--- src/rtl/reset_seq_pkg.sv ---
// Shared types and helpers for the reset sequencer.
// The state encoding is visible on state_dbg, so the values are pinned explicitly.
package reset_seq_pkg;

  typedef enum logic [2:0] {
    WAIT_LOCK = 3'd0,
    POR       = 3'd1,
    RELEASE   = 3'd2,
    RUN       = 3'd3,
    HOLD      = 3'd4
  } state_t;

  function automatic int max3(input int a, input int b, input int c);
    int m;
    m = (a > b) ? a : b;
    return (m > c) ? m : c;
  endfunction

endpackage

--- src/rtl/reset_sync_bit.sv ---
// Multi-flop synchroniser for a single asynchronous level.
// It is cleared by the async reset, so the output reads 0 until the chain has refilled.
module reset_sync_bit #(
  parameter int SYNC_STAGES = 2
) (
  input  logic sys_clk,
  input  logic reset_n,
  input  logic d,
  output logic q
);

  logic [SYNC_STAGES-1:0] sync_reg;

  always_ff @(posedge sys_clk or negedge reset_n) begin
    if (!reset_n) begin
      sync_reg <= '0;
    end else begin
      sync_reg <= {sync_reg[SYNC_STAGES-2:0], d};
    end
  end

  assign q = sync_reg[SYNC_STAGES-1];

endmodule

--- src/rtl/reset_sequencer.sv ---
// Power-on / soft-reset sequencer: waits for PLL lock, holds POR, then releases
// the channel resets one by one, lowest index first.
module reset_sequencer
  import reset_seq_pkg::*;
#(
  parameter int NUM_CHANNELS      = 3,
  parameter int POR_CYCLES        = 100,
  parameter int STAGE_CYCLES      = 100,
  parameter int SOFT_RESET_CYCLES = 16,
  parameter int SYNC_STAGES       = 2
) (
  input  logic                    sys_clk,
  input  logic                    reset_n,
  input  logic                    pll_locked,
  input  logic                    soft_reset_req,
  output logic [NUM_CHANNELS-1:0] reset_out,
  output logic                    all_released,
  output logic                    busy,
  output logic [2:0]              state_dbg
);

  localparam int CNT_W = $clog2(max3(POR_CYCLES, STAGE_CYCLES, SOFT_RESET_CYCLES) + 1);
  localparam int IDX_W = $clog2(NUM_CHANNELS + 1);

  localparam logic [CNT_W-1:0] POR_LAST   = CNT_W'(POR_CYCLES - 1);
  localparam logic [CNT_W-1:0] STAGE_LAST = CNT_W'(STAGE_CYCLES - 1);
  localparam logic [CNT_W-1:0] SOFT_LAST  = CNT_W'(SOFT_RESET_CYCLES - 1);
  localparam logic [IDX_W-1:0] IDX_LAST   = IDX_W'(NUM_CHANNELS - 1);

  state_t                  state_reg;
  logic [CNT_W-1:0]        cnt_reg;
  logic [IDX_W-1:0]        idx_reg;
  logic [NUM_CHANNELS-1:0] reset_out_reg;
  logic                    all_released_reg;
  logic                    busy_reg;
  logic                    locked_sync;

  reset_sync_bit #(
    .SYNC_STAGES(SYNC_STAGES)
  ) u_lock_sync (
    .sys_clk (sys_clk),
    .reset_n (reset_n),
    .d       (pll_locked),
    .q       (locked_sync)
  );

  // Channels release strictly in order, so releasing channel idx is the same
  // as shifting one more zero in from the bottom of the vector.
  always_ff @(posedge sys_clk or negedge reset_n) begin
    if (!reset_n) begin
      state_reg        <= WAIT_LOCK;
      cnt_reg          <= '0;
      idx_reg          <= '0;
      reset_out_reg    <= '1;
      all_released_reg <= 1'b0;
      busy_reg         <= 1'b1;
    end else if (state_reg != WAIT_LOCK && !locked_sync) begin
      state_reg        <= WAIT_LOCK;
      cnt_reg          <= '0;
      idx_reg          <= '0;
      reset_out_reg    <= '1;
      all_released_reg <= 1'b0;
      busy_reg         <= 1'b1;
    end else begin
      case (state_reg)
        WAIT_LOCK: begin
          if (locked_sync) begin
            state_reg <= POR;
            cnt_reg   <= '0;
          end
        end
        POR: begin
          if (cnt_reg == POR_LAST) begin
            cnt_reg       <= '0;
            idx_reg       <= IDX_W'(1);
            reset_out_reg <= reset_out_reg << 1;
            if (NUM_CHANNELS == 1) begin
              state_reg        <= RUN;
              all_released_reg <= 1'b1;
              busy_reg         <= 1'b0;
            end else begin
              state_reg <= RELEASE;
            end
          end else begin
            cnt_reg <= cnt_reg + 1'b1;
          end
        end
        RELEASE: begin
          if (cnt_reg == STAGE_LAST) begin
            cnt_reg       <= '0;
            idx_reg       <= idx_reg + 1'b1;
            reset_out_reg <= reset_out_reg << 1;
            if (idx_reg == IDX_LAST) begin
              state_reg        <= RUN;
              all_released_reg <= 1'b1;
              busy_reg         <= 1'b0;
            end
          end else begin
            cnt_reg <= cnt_reg + 1'b1;
          end
        end
        RUN: begin
          if (soft_reset_req) begin
            state_reg        <= HOLD;
            cnt_reg          <= '0;
            reset_out_reg    <= '1;
            all_released_reg <= 1'b0;
            busy_reg         <= 1'b1;
          end
        end
        HOLD: begin
          if (cnt_reg == SOFT_LAST) begin
            state_reg <= WAIT_LOCK;
            cnt_reg   <= '0;
          end else begin
            cnt_reg <= cnt_reg + 1'b1;
          end
        end
        default: begin
          state_reg        <= WAIT_LOCK;
          cnt_reg          <= '0;
          idx_reg          <= '0;
          reset_out_reg    <= '1;
          all_released_reg <= 1'b0;
          busy_reg         <= 1'b1;
        end
      endcase
    end
  end

  assign reset_out    = reset_out_reg;
  assign all_released = all_released_reg;
  assign busy         = busy_reg;
  assign state_dbg    = state_reg;

endmodule

--- config.mk ---
export PLATFORM = sky130hd
export DESIGN_NAME = reset_sequencer
export DESIGN_NICKNAME = d
export VERILOG_FILES = /design/src/rtl/reset_seq_pkg.sv /design/src/rtl/reset_sync_bit.sv /design/src/rtl/reset_sequencer.sv
export SDC_FILE = /design/constraint.sdc
export NUM_CORES = 1
export LEC_CHECK = 0
export ABC_AREA = 1
export BUFFER_PORTS_ARGS = -buffer_cell sky130_fd_sc_hd__buf_2
export CELL_PAD_IN_SITES_DETAIL_PLACEMENT = 1
export CELL_PAD_IN_SITES_GLOBAL_PLACEMENT = 1
export CORE_MARGIN = 5
export CORE_UTILIZATION = 44
export CTS_CLUSTER_DIAMETER = 30
export DETAILED_ROUTE_END_ITERATION = 8
export GPL_TIMING_DRIVEN = 1
export PLACE_DENSITY = 0.89
export SLEW_MARGIN = 0
export SYNTH_ARGS = -nofsm -noshare
export SYNTH_HDL_FRONTEND = slang
export SYNTH_HIERARCHICAL = 1
export SYNTH_SLANG_ARGS = --single-unit
--- constraint.sdc ---
create_clock -name sys_clk -period 2.9 [get_ports sys_clk]
set_clock_uncertainty 0.2 [all_clocks]
set_input_delay 0 -clock sys_clk [delete_from_list [all_inputs] [get_ports sys_clk]]
set_output_delay 0 -clock sys_clk [all_outputs]
set_load 0.005 [all_outputs]
=== Yosys cells after proc, flatten, opt, wreduce, memory -nomap -nowiden ===
Cells that the tools add are included.

* Div/mod/pow operators: 0
* Shifts and indexed selects: 0
* Order comparisons: 0
* Reduce and logical (&&, ||, !) cells: 13
* Add/sub/neg operators: 2
* Multiplexer cells: 32
* Bitwise logic cells: 0
* Eq/ne operators: 17
* $mul: 0

{| class="wikitable"
|+ Operators by type and width
! cell !! number
|-
| $mux 7 || 5
|-
| $mux 3 || 10
|-
| $pmux 7 s4 || 1
|-
| $ne 3x3->1 const B || 5
|-
| $pmux 3 s5 || 1
|-
| $pmux 3 s3 || 1
|-
| $mux 1 || 8
|-
| $add 7x1->7 const B || 1
|-
| $eq 7x4->1 const B || 1
|-
| $eq 7x7->1 const B || 1
|-
| $eq 3x2->1 const B || 2
|-
| $mux 2 || 3
|-
| $ne 2x1->1 const B || 3
|-
| $pmux 1 s3 || 2
|-
| $pmux 2 s3 || 1
|-
| $reduce_and 3->1 || 2
|-
| $reduce_and 6->1 || 1
|-
| $reduce_or 3->1 || 2
|-
| $reduce_and 4->1 || 1
|-
| $reduce_or 2->1 || 2
|-
| $eq 3x1->1 const B || 1
|-
| $eq 3x3->1 const B || 1
|-
| $logic_not 3->1 || 1
|-
| $ne 3x1->1 const B || 1
|-
| other kinds (7) || 7
|}

* Bits in read-only memories: 0
* Bits of input ports: 4
* RAM bits: 0
* Memories kept: 0
* Latch bits: 0
* Output and inout port bits: 8
* Bits in registers: 19
* Logic and storage cells: 71

=== Longest topological paths before layout ===
* Depth in word-level cells: 5
* Mapped depth: 10

=== Modules after synthesis ===
Netlist, hierarchy kept.

{| class="wikitable"
|+ Modules (own cells, without submodules)
! module !! area an instance (um^2) !! cells an instance !! instances !! sequential area each (um^2)
|-
| reset_sequencer || 1094.8 || 160 || 1 || 430.4
|-
| reset_sync_bit || 50.0 || 2 || 1 || 50.0
|}

=== Worst setup path after synthesis ===
Ideal clock, no wire load.

* Kind: reg2reg
* Start: register cnt_reg[0]
* End: register cnt_reg[5]
* Required time: 2.583 ns
* Path slack: 1.351 ns
* Stages on the path, launching flop included: 9
* Data arrival time: 1.232 ns
* Cells stage by stage: dfrtp_1 -> ha_1 -> nand2_1 -> nor2_1 -> nand3_1 -> nand3_1 -> nand2_1 -> nor2_1 -> nor2_1

* Word-level cells in the longest chain between the ends: 4

{| class="wikitable"
|+ Ends and longest elaborated chain
! item !! RTL line !! text
|-
| start: declaration || reset_sequencer.sv:31 || <nowiki>logic [CNT_W-1:0] cnt_reg;</nowiki>
|-
| start signal: assignment || reset_sequencer.sv:85 || <nowiki>cnt_reg <= cnt_reg + 1'b1;</nowiki>
|-
| start signal: assignment || reset_sequencer.sv:99 || <nowiki>cnt_reg <= cnt_reg + 1'b1;</nowiki>
|-
| start signal: assignment || reset_sequencer.sv:116 || <nowiki>cnt_reg <= cnt_reg + 1'b1;</nowiki>
|-
| $add 7x1->7 (tied with other cells) || reset_sequencer.sv:85, reset_sequencer.sv:99, reset_sequencer.sv:116 ||
|-
| $mux 7 (on tied branches) || reset_sequencer.sv:112, reset_sequencer.sv:73, reset_sequencer.sv:89 ||
|-
| $pmux 7 s4 (*) || reset_sequencer.sv:65 || <nowiki>case (state_reg)</nowiki>
|-
| $mux 7 (*) || reset_sequencer.sv:57 || <nowiki>end else if (state_reg != WAIT_LOCK && !locked_sync) begin</nowiki>
|}

Every way passes the cells marked *; elsewhere a longest branch is shown, timed or not.
A chain may end at the register's enable or synchronous reset.

=== Worst setup path after layout ===
Same ends and word-level chain as after synthesis.

==> run metrics <==
cell count after placement 201; CP Class flip-flop to flip-flop; CP Max Fanout 5; Reg2Reg Setup Slack 1.07 ns; Core ar. 2480 µm²; initial DRC count 34; hold_ws 0.00291 ns; Vias per Instance 5.33; layout cells sized above 1 17.3%; Die H 61.0 µm; NumNets Final 186; Clk pwr share 13.1%; Register Area 480 µm²; max frequency 0.548 GHz; DR WL/cell 13.7 µm; initial core utilization 46.2%; Mapped Nets 168; crit path from cnt_reg[0]$_DFFE_PN0P_; Post-Syn Area per Cell 7.07 µm²; Synth Register Bits 19; Vias 1113; DRC viols 0; CTS tree built; # diodes 0; Synth cell types 20; first-pass GRT wire length 4860 µm; cell taking the most area after synthesis dfrtp_1; Main synth FF type dfrtp_1; status completed; Final Cycle Share 63.0%; GR Overflow Total 0; launching element type of the critical path flip-flop; DP Area 1210 µm²; Sw Pwr 0.000514 W; Worst R2R End cnt_reg[5]$_DFFE_PN0P_; number of synthesized flops with an enable pin 0; Synth top area share 32.8%; Max-cap violations 0; Top Ports 12; IO buf count 11; most frequent cell after synthesis nand2_1; Area Growth Syn to Fin 12.0%; routability-driven placement congestion ratio 0.848; Logic pwr share 48.2%; Worst Hold Class input pin to asynchronous set/reset pin; Switching Fraction 46.6%; hpwl dp 2180 µm; CTS Sinks 19; clock latency at the later pin of the worst-skew pair 0.31 ns; global-route total usage across every layer 17.6%; nature of the critical path endpoint flip-flop; pin count of the biggest net entering global routing 16; Rows 18; First-pass DRT Iterations 4; filler cell count 358; top post-synthesis cells by count nand2_1, inv_1, nor2_1; TNS Setup 0 ns; ANT nets after route 0; # setup viols final 0; final-report hold violation count 0; Die X 61.0 µm; Data arrival, critical path 1.84 ns; CTS Buf Count 3; Synth Warn # 6; Clk pin slew, worst setup/hold paths 0.12 ns; initial antenna violation count 0; top cells by area, synth dfrtp_1, nand2_1, dfstp_2; total wire length 2860 µm; final cell count without fillers 209; area occupied by multi-input gates 574 µm²; Clock Path Buffers 2; Rel. slew slack 55.3%; vias in the first global route 1128; Power Internal 0.000588 W; Reg power frac 38.6%; max FFs per register 7; maximum level of the CTS H-tree 1; worst slew pin tran 0.668 ns; Post-Syn Area 1140 µm²; asr flop ratio synth 100%; die outline area 3720 µm²; Leakage 0.717 nW; Root Buffer clkbuf_4; min cycle time layout 1.83 ns; Final Max Tran Viols 0; Mapped Cells 162; Reg2Reg Depth 8; PD cells 860 nW/µm²; final instance area 1280 µm²; RSZ-0062 raised after global routing no; Required @ worst endpoint 2.92 ns; post-synthesis sequential area ratio 42.0%; Critical R2R Launch cnt_reg[0]$_DFFE_PN0P_; IR drop worst, VDD 0.000548 V
[final cells by class]
cell class	count	area share [%]
well taps	30	2.93
flip-flops and latches	19	37.5
repair buffers	15	7.41
clock buffers	3	1.76
multi-input cells	123	44.8
clock inverters	1	0.390
inverters	18	5.27
[power by group through the flow]
stage	logic (W)	clock network (W)	registers (W)
after floorplan	0.000408	0	0.000413
after global placement	0.000513	0	0.000423
after detailed placement	0.000532	0	0.000432
after CTS	0.000540	0.000149	0.000427
after global routing	0.000609	0.000156	0.000439
final	0.000532	0.000145	0.000426
[layout by cell type, fill, tap and decap left out]
cell type / Yosys / routed
ha_1: 2 / 2
or2_2: 1 / 1
nor2_4: 1 / 1
buf_2: 0 / 11
nand3_2: 1 / 1
o21ai_1: 2 / 2
clkinv_2: 0 / 1
clkbuf_4: 0 / 3
o21ai_0: 7 / 7
nor2_1: 17 / 17
inv_1: 17 / 17
inv_2: 1 / 1
dlygate4sd3_1: 0 / 4
nand2_1: 61 / 61
nand3b_1: 1 / 1
nand3_1: 15 / 15
a21oi_1: 4 / 4
dfstp_2: 4 / 4
nand4_1: 3 / 3
nand2_2: 5 / 5
o21ai_2: 1 / 1
nand2_4: 2 / 2
dfrtp_1: 15 / 15
[how the worst max path moves through the flow]
stage | to | depth (start not counted) | slack, ns
floorplan | cnt_reg[5]$_DFFE_PN0P_ | 8 | 1.35
global placement | cnt_reg[5]$_DFFE_PN0P_ | 8 | 1.16
detailed placement | cnt_reg[5]$_DFFE_PN0P_ | 8 | 1.13
CTS | cnt_reg[5]$_DFFE_PN0P_ | 8 | 1.08
global route | cnt_reg[5]$_DFFE_PN0P_ | 8 | 0.97
finish | cnt_reg[5]$_DFFE_PN0P_ | 8 | 1.07
[worst max-delay path, stage by stage, from the launching register on]
cell and delay (ns):
dfrtp_1 0.42, ha_1 0.25, nand2_1 0.11, nor2_1 0.21, nand3_1 0.17, nand3_1 0.13
nand2_1 0.09, nor2_1 0.09, nor2_1 0.05
[cells by family (layout without fill, tap and decap cells)]
group / count (synthesis) / in the layout / share of synthesized area [%]
and+or+nand+nor: 107 / 107 / 41.5
buffers and inverters: 20 / 37 / 7.87
DFF: 19 / 19 / 42.0
AOI/OAI and AO/OA: 14 / 14 / 6.45
adders and majority gates: 2 / 2 / 2.19
[repair_timing]
action | CTS | global route
buffers inserted | 0 | 0
resized for setup | 0 | 0
endpoints found under the setup margin | 0 | 0
hold buffers | 4 | 0
hold endpoints to repair | 24 | 0
[through the flow]
stage	power [W]	utilization (%)	setup WS [ns]
floorplan	0.000820	-	1.35
global placement	0.000936	49.0	1.16
detailed placement	0.000964	49.0	1.13
CTS	0.00112	51.8	1.08
global route	0.00121	51.8	0.967
finish	0.00110	51.8	1.07
[metal layers]
layer / up-vias / routed length, µm / track usage [%]
met2: 16 / 1370 / 30.1
met4: 0 / 40 / 6.81
met1: 548 / 1360 / 22.7
met5: - / 0 / 0
li1: 544 / - / -
met3: 5 / 94 / 2.10
Power figures use the tool's default switching activity.
